## config.mk

```make
export PLATFORM = sky130hd
export DESIGN_NAME = fp_add_arbiter
export DESIGN_NICKNAME = d
export VERILOG_FILES = /design/src/rtl/fp_add_arbiter.sv
export SDC_FILE = /design/constraint.sdc
export NUM_CORES = 1
export LEC_CHECK = 0
export ABC_CLOCK_PERIOD_IN_PS = 2300
export BUFFER_PORTS_ARGS = -buffer_cell sky130_fd_sc_hd__buf_2
export CAP_MARGIN = 40
export CELL_PAD_IN_SITES_DETAIL_PLACEMENT = 1
export CELL_PAD_IN_SITES_GLOBAL_PLACEMENT = 2
export CORE_AREA = 2 2 310 312
export CTS_CLUSTER_SIZE = 16
export DETAILED_ROUTE_END_ITERATION = 6
export DIE_AREA = 0 0 312 314
export MAX_ROUTING_LAYER = met4
export PLACE_DENSITY = 0.54
export SLEW_MARGIN = 0
export SYNTH_ARGS = -nofsm -noshare
export SYNTH_HDL_FRONTEND = slang
export SYNTH_SLANG_ARGS = --single-unit
```

## constraint.sdc

```tcl
create_clock -name clk -period 2.3 [get_ports clk]
set_input_delay 0.23 -clock clk [delete_from_list [all_inputs] [get_ports clk]]
set_output_delay 0.23 -clock clk [all_outputs]
set_load 0.01 [all_outputs]
```

## src/rtl/fp_add_arbiter.sv

```systemverilog
// Round-robin arbiter that time-shares one double-precision adder among NUM_REQ requesters.
// Optional WAIT-state timeout enabled by defining FP_ADD_ARB_TIMEOUT_EN.
module fp_add_arbiter #(
    parameter int NUM_REQ = 4
`ifdef FP_ADD_ARB_TIMEOUT_EN
    , parameter int TIMEOUT = 1024
`endif
) (
    input  logic                         clk,
    input  logic                         rst,
    input  logic [NUM_REQ-1:0]           req_valid,
    output logic [NUM_REQ-1:0]           req_ready,
    input  logic [64*NUM_REQ-1:0]        req_a,
    input  logic [64*NUM_REQ-1:0]        req_b,
    output logic                         rsp_valid,
    input  logic                         rsp_ready,
    output logic [$clog2(NUM_REQ)-1:0]   rsp_id,
    output logic [63:0]                  rsp_data,
    output logic                         rsp_err,
    output logic [63:0]                  adder_a,
    output logic [63:0]                  adder_b,
    output logic                         adder_ready_in,
    input  logic [63:0]                  adder_out,
    input  logic                         adder_ready_out,
    output logic [1:0]                   o_dbg_state
);

    localparam int IDW = $clog2(NUM_REQ);
    localparam logic [63:0] QNAN = 64'h7FF8000000000000;

    typedef enum logic [1:0] {
        ST_IDLE  = 2'd0,
        ST_ISSUE = 2'd1,
        ST_WAIT  = 2'd2,
        ST_RESP  = 2'd3
    } state_t;

    state_t           r_state;
    state_t           w_state_nxt;
    logic [IDW-1:0]   r_last_grant;
    logic [IDW-1:0]   w_gnt_id;
    logic             w_gnt_found;
    logic [IDW:0]     w_cand;
    logic             w_accept;
    logic             r_ready_out_q;
    logic             w_rise;
    logic             w_timeout;
    logic [63:0]      r_adder_a;
    logic [63:0]      r_adder_b;
    logic             r_adder_start;
    logic             r_rsp_valid;
    logic [IDW-1:0]   r_rsp_id;
    logic [63:0]      r_rsp_data;

    // Handshakes: a transfer happens in any cycle where valid and ready are both high;
    // req_ready is a one-hot grant raised only in IDLE, rsp_valid holds its payload until rsp_ready.

    // Search starts one past the last grant so a persistent requester cannot starve the others.
    always_comb begin
        w_gnt_found = 1'b0;
        w_gnt_id    = '0;
        w_cand      = '0;
        for (int k = 1; k <= NUM_REQ; k++) begin
            w_cand = {1'b0, r_last_grant} + (IDW+1)'(k);
            if (w_cand >= (IDW+1)'(NUM_REQ)) begin
                w_cand = w_cand - (IDW+1)'(NUM_REQ);
            end
            if (!w_gnt_found && req_valid[w_cand[IDW-1:0]]) begin
                w_gnt_found = 1'b1;
                w_gnt_id    = w_cand[IDW-1:0];
            end
        end
    end

    assign w_accept = (r_state == ST_IDLE) && w_gnt_found;

    always_comb begin
        req_ready = '0;
        if (w_accept) begin
            req_ready[w_gnt_id] = 1'b1;
        end
    end

    // Only a fresh edge counts, so a completion level left over from the last job is ignored.
    assign w_rise = adder_ready_out & ~r_ready_out_q;

`ifdef FP_ADD_ARB_TIMEOUT_EN
    localparam int TMO_W = $clog2(TIMEOUT);
    logic [TMO_W-1:0] r_tmo_cnt;

    always_ff @(posedge clk) begin
        if (rst) begin
            r_tmo_cnt <= '0;
        end else if (r_state == ST_ISSUE) begin
            r_tmo_cnt <= '0;
        end else if (r_state == ST_WAIT) begin
            r_tmo_cnt <= r_tmo_cnt + 1'b1;
        end
    end

    assign w_timeout = (r_state == ST_WAIT) && (r_tmo_cnt == TMO_W'(TIMEOUT - 1));
`else
    assign w_timeout = 1'b0;
`endif

    always_comb begin
        w_state_nxt = r_state;
        case (r_state)
            ST_IDLE:  if (w_accept) w_state_nxt = ST_ISSUE;
            ST_ISSUE: w_state_nxt = ST_WAIT;
            ST_WAIT:  if (w_rise || w_timeout) w_state_nxt = ST_RESP;
            ST_RESP:  if (rsp_ready) w_state_nxt = ST_IDLE;
            default:  w_state_nxt = ST_IDLE;
        endcase
    end

    always_ff @(posedge clk) begin
        if (rst) begin
            r_state       <= ST_IDLE;
            r_last_grant  <= IDW'(NUM_REQ - 1);
            r_ready_out_q <= 1'b1;
            r_adder_a     <= '0;
            r_adder_b     <= '0;
            r_adder_start <= 1'b0;
            r_rsp_valid   <= 1'b0;
            r_rsp_id      <= '0;
            r_rsp_data    <= '0;
        end else begin
            r_state       <= w_state_nxt;
            r_ready_out_q <= adder_ready_out;
            r_adder_start <= (w_state_nxt == ST_ISSUE);
            r_rsp_valid   <= (w_state_nxt == ST_RESP);
            if (w_accept) begin
                r_adder_a    <= req_a[{w_gnt_id, 6'd0} +: 64];
                r_adder_b    <= req_b[{w_gnt_id, 6'd0} +: 64];
                r_rsp_id     <= w_gnt_id;
                r_last_grant <= w_gnt_id;
            end
            if (r_state == ST_WAIT) begin
                if (w_rise) begin
                    r_rsp_data <= adder_out;
                end else if (w_timeout) begin
                    r_rsp_data <= QNAN;
                end
            end
        end
    end

`ifdef FP_ADD_ARB_TIMEOUT_EN
    logic r_rsp_err;

    // A completion edge in the timeout cycle still wins and clears the error.
    always_ff @(posedge clk) begin
        if (rst) begin
            r_rsp_err <= 1'b0;
        end else if (r_state == ST_WAIT) begin
            if (w_rise) begin
                r_rsp_err <= 1'b0;
            end else if (w_timeout) begin
                r_rsp_err <= 1'b1;
            end
        end
    end

    assign rsp_err = r_rsp_err;
`else
    assign rsp_err = 1'b0;
`endif

    assign rsp_valid      = r_rsp_valid;
    assign rsp_id         = r_rsp_id;
    assign rsp_data       = r_rsp_data;
    assign adder_a        = r_adder_a;
    assign adder_b        = r_adder_b;
    assign adder_ready_in = r_adder_start;
    assign o_dbg_state    = r_state;

endmodule

```

Word level (Yosys, flattened, before mapping)
Cells that the tools add are included.

Flip-flop bits (word level): 201. Input bits: 584. Output and inout bits: 203. Word-level logic and storage cells: 73.

Add/sub/neg operators: 8. Order comparisons: 10. Eq/ne operators: 5. Shift-type cells: 2. Mux-type cells: 27. Bitwise logic cells: 2. Reduce and logical (&&, ||, !) cells: 10.

Operator list (count): $shiftx A256 B9 Y64 (2); $mux W2 (11); $lt A2 B3 Y1 const B (5); $ge A3 B3 Y1 const B (4); $mux W1 (9); $bmux W1 S2 (4); $pmux W2 S4 (1); $sub A2 B1 Y2 const B (4); $add A2 B2 Y3 const B (2); $eq A2 B2 Y1 const B (3); $logic_and A1 B1 Y1 (5); $eq A2 B1 Y1 const B (2); $mux W4 (1); $add A2 B1 Y3 const B (1); $add A2 B3 Y3 const B (1); $logic_not A1 Y1 (3); $demux W1 S2 (1); $ge A2 B1 Y1 const B (1); $logic_not A2 Y1 (1); $reduce_and A2 Y1 (1); $and A1 B1 Y1 (1); $not A1 Y1 (1).

Longest topological paths before layout
Depth in word-level cells: 20. Gate-level depth with buffers: 7. Depth with buffers taken out: 5.

Least setup slack after synthesis
OpenSTA, ideal clock, no wires.

Kind: reg-to-output. Start point: reg r_last_grant[1]. End point: out req_ready[2]. Arrival: 1561 ps. Required time: 2070 ps. Path slack: 509 ps. Cell stages (with the launch flop): 8. Buffers on the path: 3. Cell sequence: dfxtp_1 > o21a_1 > a211oi_2 > and2_1 > buf_2 > buf_2 > buf_2 > and2_1.

Word-level cells in the longest chain between the ends: 20. Elaborated cells between the ends (all ways): 45. Classes of those cells: 8 x add/sub; 6 x order compare; 23 x mux; 8 x reduce/logical.

RTL lines: start: declaration (RTL line 40) `logic [IDW-1:0] r_last_grant;`; start signal: assignment (RTL line 120) `r_last_grant <= IDW'(NUM_REQ - 1);`; start signal: assignment (RTL line 137) `r_last_grant <= w_gnt_id;`; $add A2 B1 Y3 (RTL line 64) `w_cand = {1'b0, r_last_grant} + (IDW+1)'(k);`; $ge A3 B3 Y1 / $sub A2 B1 Y2 (equally long branches) (RTL line 65, 66); $mux W2 (RTL line 65) `if (w_cand >= (IDW+1)'(NUM_REQ)) begin`; $bmux W1 S2 (RTL line 68) `if (!w_gnt_found && req_valid[w_cand[IDW-1:0]]) begin`; $mux W1 (not written as such) (RTL line 68); $mux W1 (RTL line 68); $logic_not A1 Y1 (RTL line 68); $logic_and A1 B1 Y1 (RTL line 68); [4 not listed]; $logic_not A1 Y1 (RTL line 68); $logic_and A1 B1 Y1 (RTL line 68); $mux W2 (RTL line 68); $lt A2 B3 Y1 (not written as such) / $ge A2 B1 Y1 (equally long branches) (RTL line 80) `req_ready[w_gnt_id] = 1'b1;`; $logic_and A1 B1 Y1 (not written as such) (RTL line 80); $mux W1 (not written as such) (RTL line 80); $demux W1 S2 (RTL line 80); $mux W4 * (RTL line 79) `if (w_accept) begin`; end: declaration (RTL line 12) `output logic [NUM_REQ-1:0] req_ready,`.

Mark *: on every way between the ends. The rest lies on a longest branch, timed or not. The select of a mux whose other input is x is not followed.

Worst setup path after layout
Start point: reg r_last_grant[0]. End point: out req_ready[0].

Same word-level chain as after synthesis.

==> results by group <==
Outcome
  • Run status: completed

Synthesis
  • Unique masters post-synth: 33
  • Synth warn: 0
  • Post-synth net total: 1691
  • Mapped Avg Cell Area: approximately 9.8 um^2
  • Largest family of logic cells by synthesized area: multiplexers
  • Post-synth ARST share: 0%
  • Adder-cell share of the synthesized area: 0%
  • Top-area cell type share of the netlist area: 37.2%
  • Post-synthesis compound-gate area fraction: a little under a fifth
  • Mapped cell area: 10800 um^2
  • Portion of netlist area occupied by mux cells: about 29%
  • Register bit total from synthesis: 201
  • Post-synth EDFFs: 0
  • Prevailing post-synth register cell: dfxtp_1
  • Area leader, netlist: dfxtp_1
  • Post-Synth Simple-Gate Area: 9.34%
  • Post-Syn Instances: 1107
  • XOR/XNOR Fraction of Synth Area: 0%
  • Top post-synthesis cells by area: dfxtp_1 (37%), mux2i_1 (24%), o21bai_1 (5.5%)
  • Seq/Total Area, Yosys: 37.2%

Critical path
  • Data required, critical path: 2.07 ns
  • WP data arrival: 2.03 ns
  • Top delay family on crit path: simple AND/OR/NAND/NOR gates
  • Setup crit end kind: output pin
  • CP Launch Type: flip-flop
  • Critical Path, Cell by Cell: buf_4 -> nor3b_2 -> a211oi_4 -> buf_4 -> nor2_4 -> and2_1 -> buf_2
  • Most frequent CP cell: buf_4
  • Crit Path Max Fanout: 4
  • CP max stage delay: 0.34 ns
  • Crit path kind: flip-flop to output pin
  • Buffers & Inverters on Critical Path: 3
  • Slowest CP cell: dfxtp_2

Finish
  • Commonest non-fill, non-tap cell in the layout: buf_2
  • Commonest cells after routing, fill and taps aside: buf_2 (784), dlygate4sd3_1 (275), mux2i_1 (254), dfxtp_1 (198), nand2_1 (130)
  • Final nets: 2755
  • Layout cells sized above 1: ~46%
  • Area Growth Syn to Fin: 90.1%
  • Final core utilization: 21.8%

Placed design
  • Post-DP HPWL: 47600 um
  • IO buf count: 785
  • DP Worst Slack: -0.0196 ns
  • Routability cong.: 0.959

Die
  • IO Count: roughly 800
  • Core area: approximately 94000 um^2
  • Die X: around 310 um
  • Initial Utilization: 11.4%
  • DIE HEIGHT: 314 um
  • Std cell rows: 113
  • Die area: 98000 um^2

Timing
  • Unrepaired setup endpoints after global routing: true
  • Clk_skew: roughly 0.014 ns
  • Final setup fails: 0
  • Fin crit share: 98.1%
  • Final WS setup: 0.0445 ns
  • Slew Limit Fails: 0
  • Final Hold Viols: 0
  • Peak Freq: 443 MHz
  • Tmin final: about 2.3 ns

Detailed routing
  • Initial DRC Count: 433
  • DRT antenna net count: 0
  • DR pass1 iterations: 4
  • Vias/cell: 3.74
  • Routed WL per cell: about 18 um
  • # DRC: 0
  • Vias: between 10000 and 15000
  • WL final: ~62000 um

Global route
  • First-pass GRT wire length: 91900 um
  • Largest net degree at the start of global routing: 90
  • Initial antenna violation count: 9
  • Remaining Overflow, GRT: 0
  • Vias in the first global route: 14800
  • Tot GR Track Use: 12.5%

Clocking
  • CTS tree: yes
  • Clock-pin slew on the worst setup and hold paths: 0.06 ns
  • CTS Buf Count: 28
  • Root buf cell: clkbuf_16
  • Worst-Skew Late Latency: ~0.58 ns
  • Clock Path Buffers: 3
  • CTS Sinks: roughly 200
  • H-tree depth: 1

Power and ir drop
  • P per Cell Area: 683 nW/um^2
  • Worst vdd ir: 0.472 mV
  • LEAKAGE: 9.73 nW

Run
  • MaxCap Viol Count: 0

Hold path
  • Min-delay worst type: input pin to flip-flop
-- sequential cells by signal, summed over array words and instances, names as in the netlist --
name,count
adder_a,64
rsp_valid,1
r_ready_out_q,1
r_last_grant,2
rsp_id,2
adder_ready_in,1
rsp_data,64
adder_b,64
o_dbg_state,2
-- metrics by stage --
step                instances  hold WS [ns]  power [mW]  setup TNS, ns  area [um^2]
global route             3464        0.0183        14.8         -0.123        20500
CTS                      3455     0.0000317        14.4        -0.0540        20500
detailed placement       3120         0.445        8.92        -0.0196        16600
finish                   3464        0.0475        14.0              0        20500
global placement         3120         0.440        8.85              0        16600
floorplan                1107         0.337        6.73              0        10800
-- cell families (layout without fill, tap and decap cells) --
group / count (synthesis) / in the layout
AO/OA/AOI/OAI: 283 / 283
other: 1 / 9
flip-flops: 201 / 201
multiplexers: 306 / 306
AND/OR/NAND/NOR: 206 / 206
buffers and inverters: 110 / 1194
-- tightest hold or removal path, cell delays in order --
cell	delay, ns
buf_2	0.10
mux2i_1	0.14
a221oi_1	0.10
-- cells in the mapped netlist (14+ instances only) --
cell / number
buf_2: 14
mux2_2: 50
clkbuf_1: 61
a21oi_1: 67
mux2i_1: 256
a221oi_1: 58
buf_6: 15
o21bai_1: 79
nand2_1: 131
dfxtp_1: 201
o21ai_1: 51
a221oi_2: 20
nand3b_1: 51
-- final timing paths --
check | startpoint | endpoint | slack (ns) | cells after the start
min reg2reg | rsp_data[11] | rsp_data[11] | 0.45 | 2
max | r_last_grant[0] | req_ready[0] | 0.04 | 7
min | req_a[77] | adder_a[13] | 0.05 | 3
max reg2reg | r_last_grant[0] | adder_b[28] | 0.09 | 9
-- final cells by class --
type / count / area (um^2)
Timing Repair Buffer: 1142 / 7610
Clock buffer: 39 / 782
Tap cell: 1265 / 1580
Inverter: 2 / 7.51
Multi-Input combinational cell: 796 / 6320
Clock inverter: 11 / 194
Sequential cell: 201 / 4030
Antenna cell: 8 / 20.0
Fill cell: 11200 / 73900
-- power breakdown --
group	switching [mW]	leakage, nW	internal [mW]
sequential	0.259	1.65	3.95
clock	1.83	0.475	2.92
combinational	2.56	7.60	2.53
total	4.65	9.73	9.39
-- layer usage --
metal	wire (um)	global-route usage, %	vias up
met3	4060	3.48	62
met1	24900	13.5	6223
met2	32200	22.4	452
met5	0	-	-
li1	-	-	6228
met4	1410	2.95	0
-- timing repair --
item / CTS / global route
gates resized for setup: 11 / 6
buffers inserted: 9 / 1
gates cloned: 1 / 0
pin swaps: 4 / 3
endpoints found under the hold margin: 140 / 0
endpoints found under the setup margin: 4 / 10
hold buffers: 275 / 0
(Power assumes the default switching activity.)
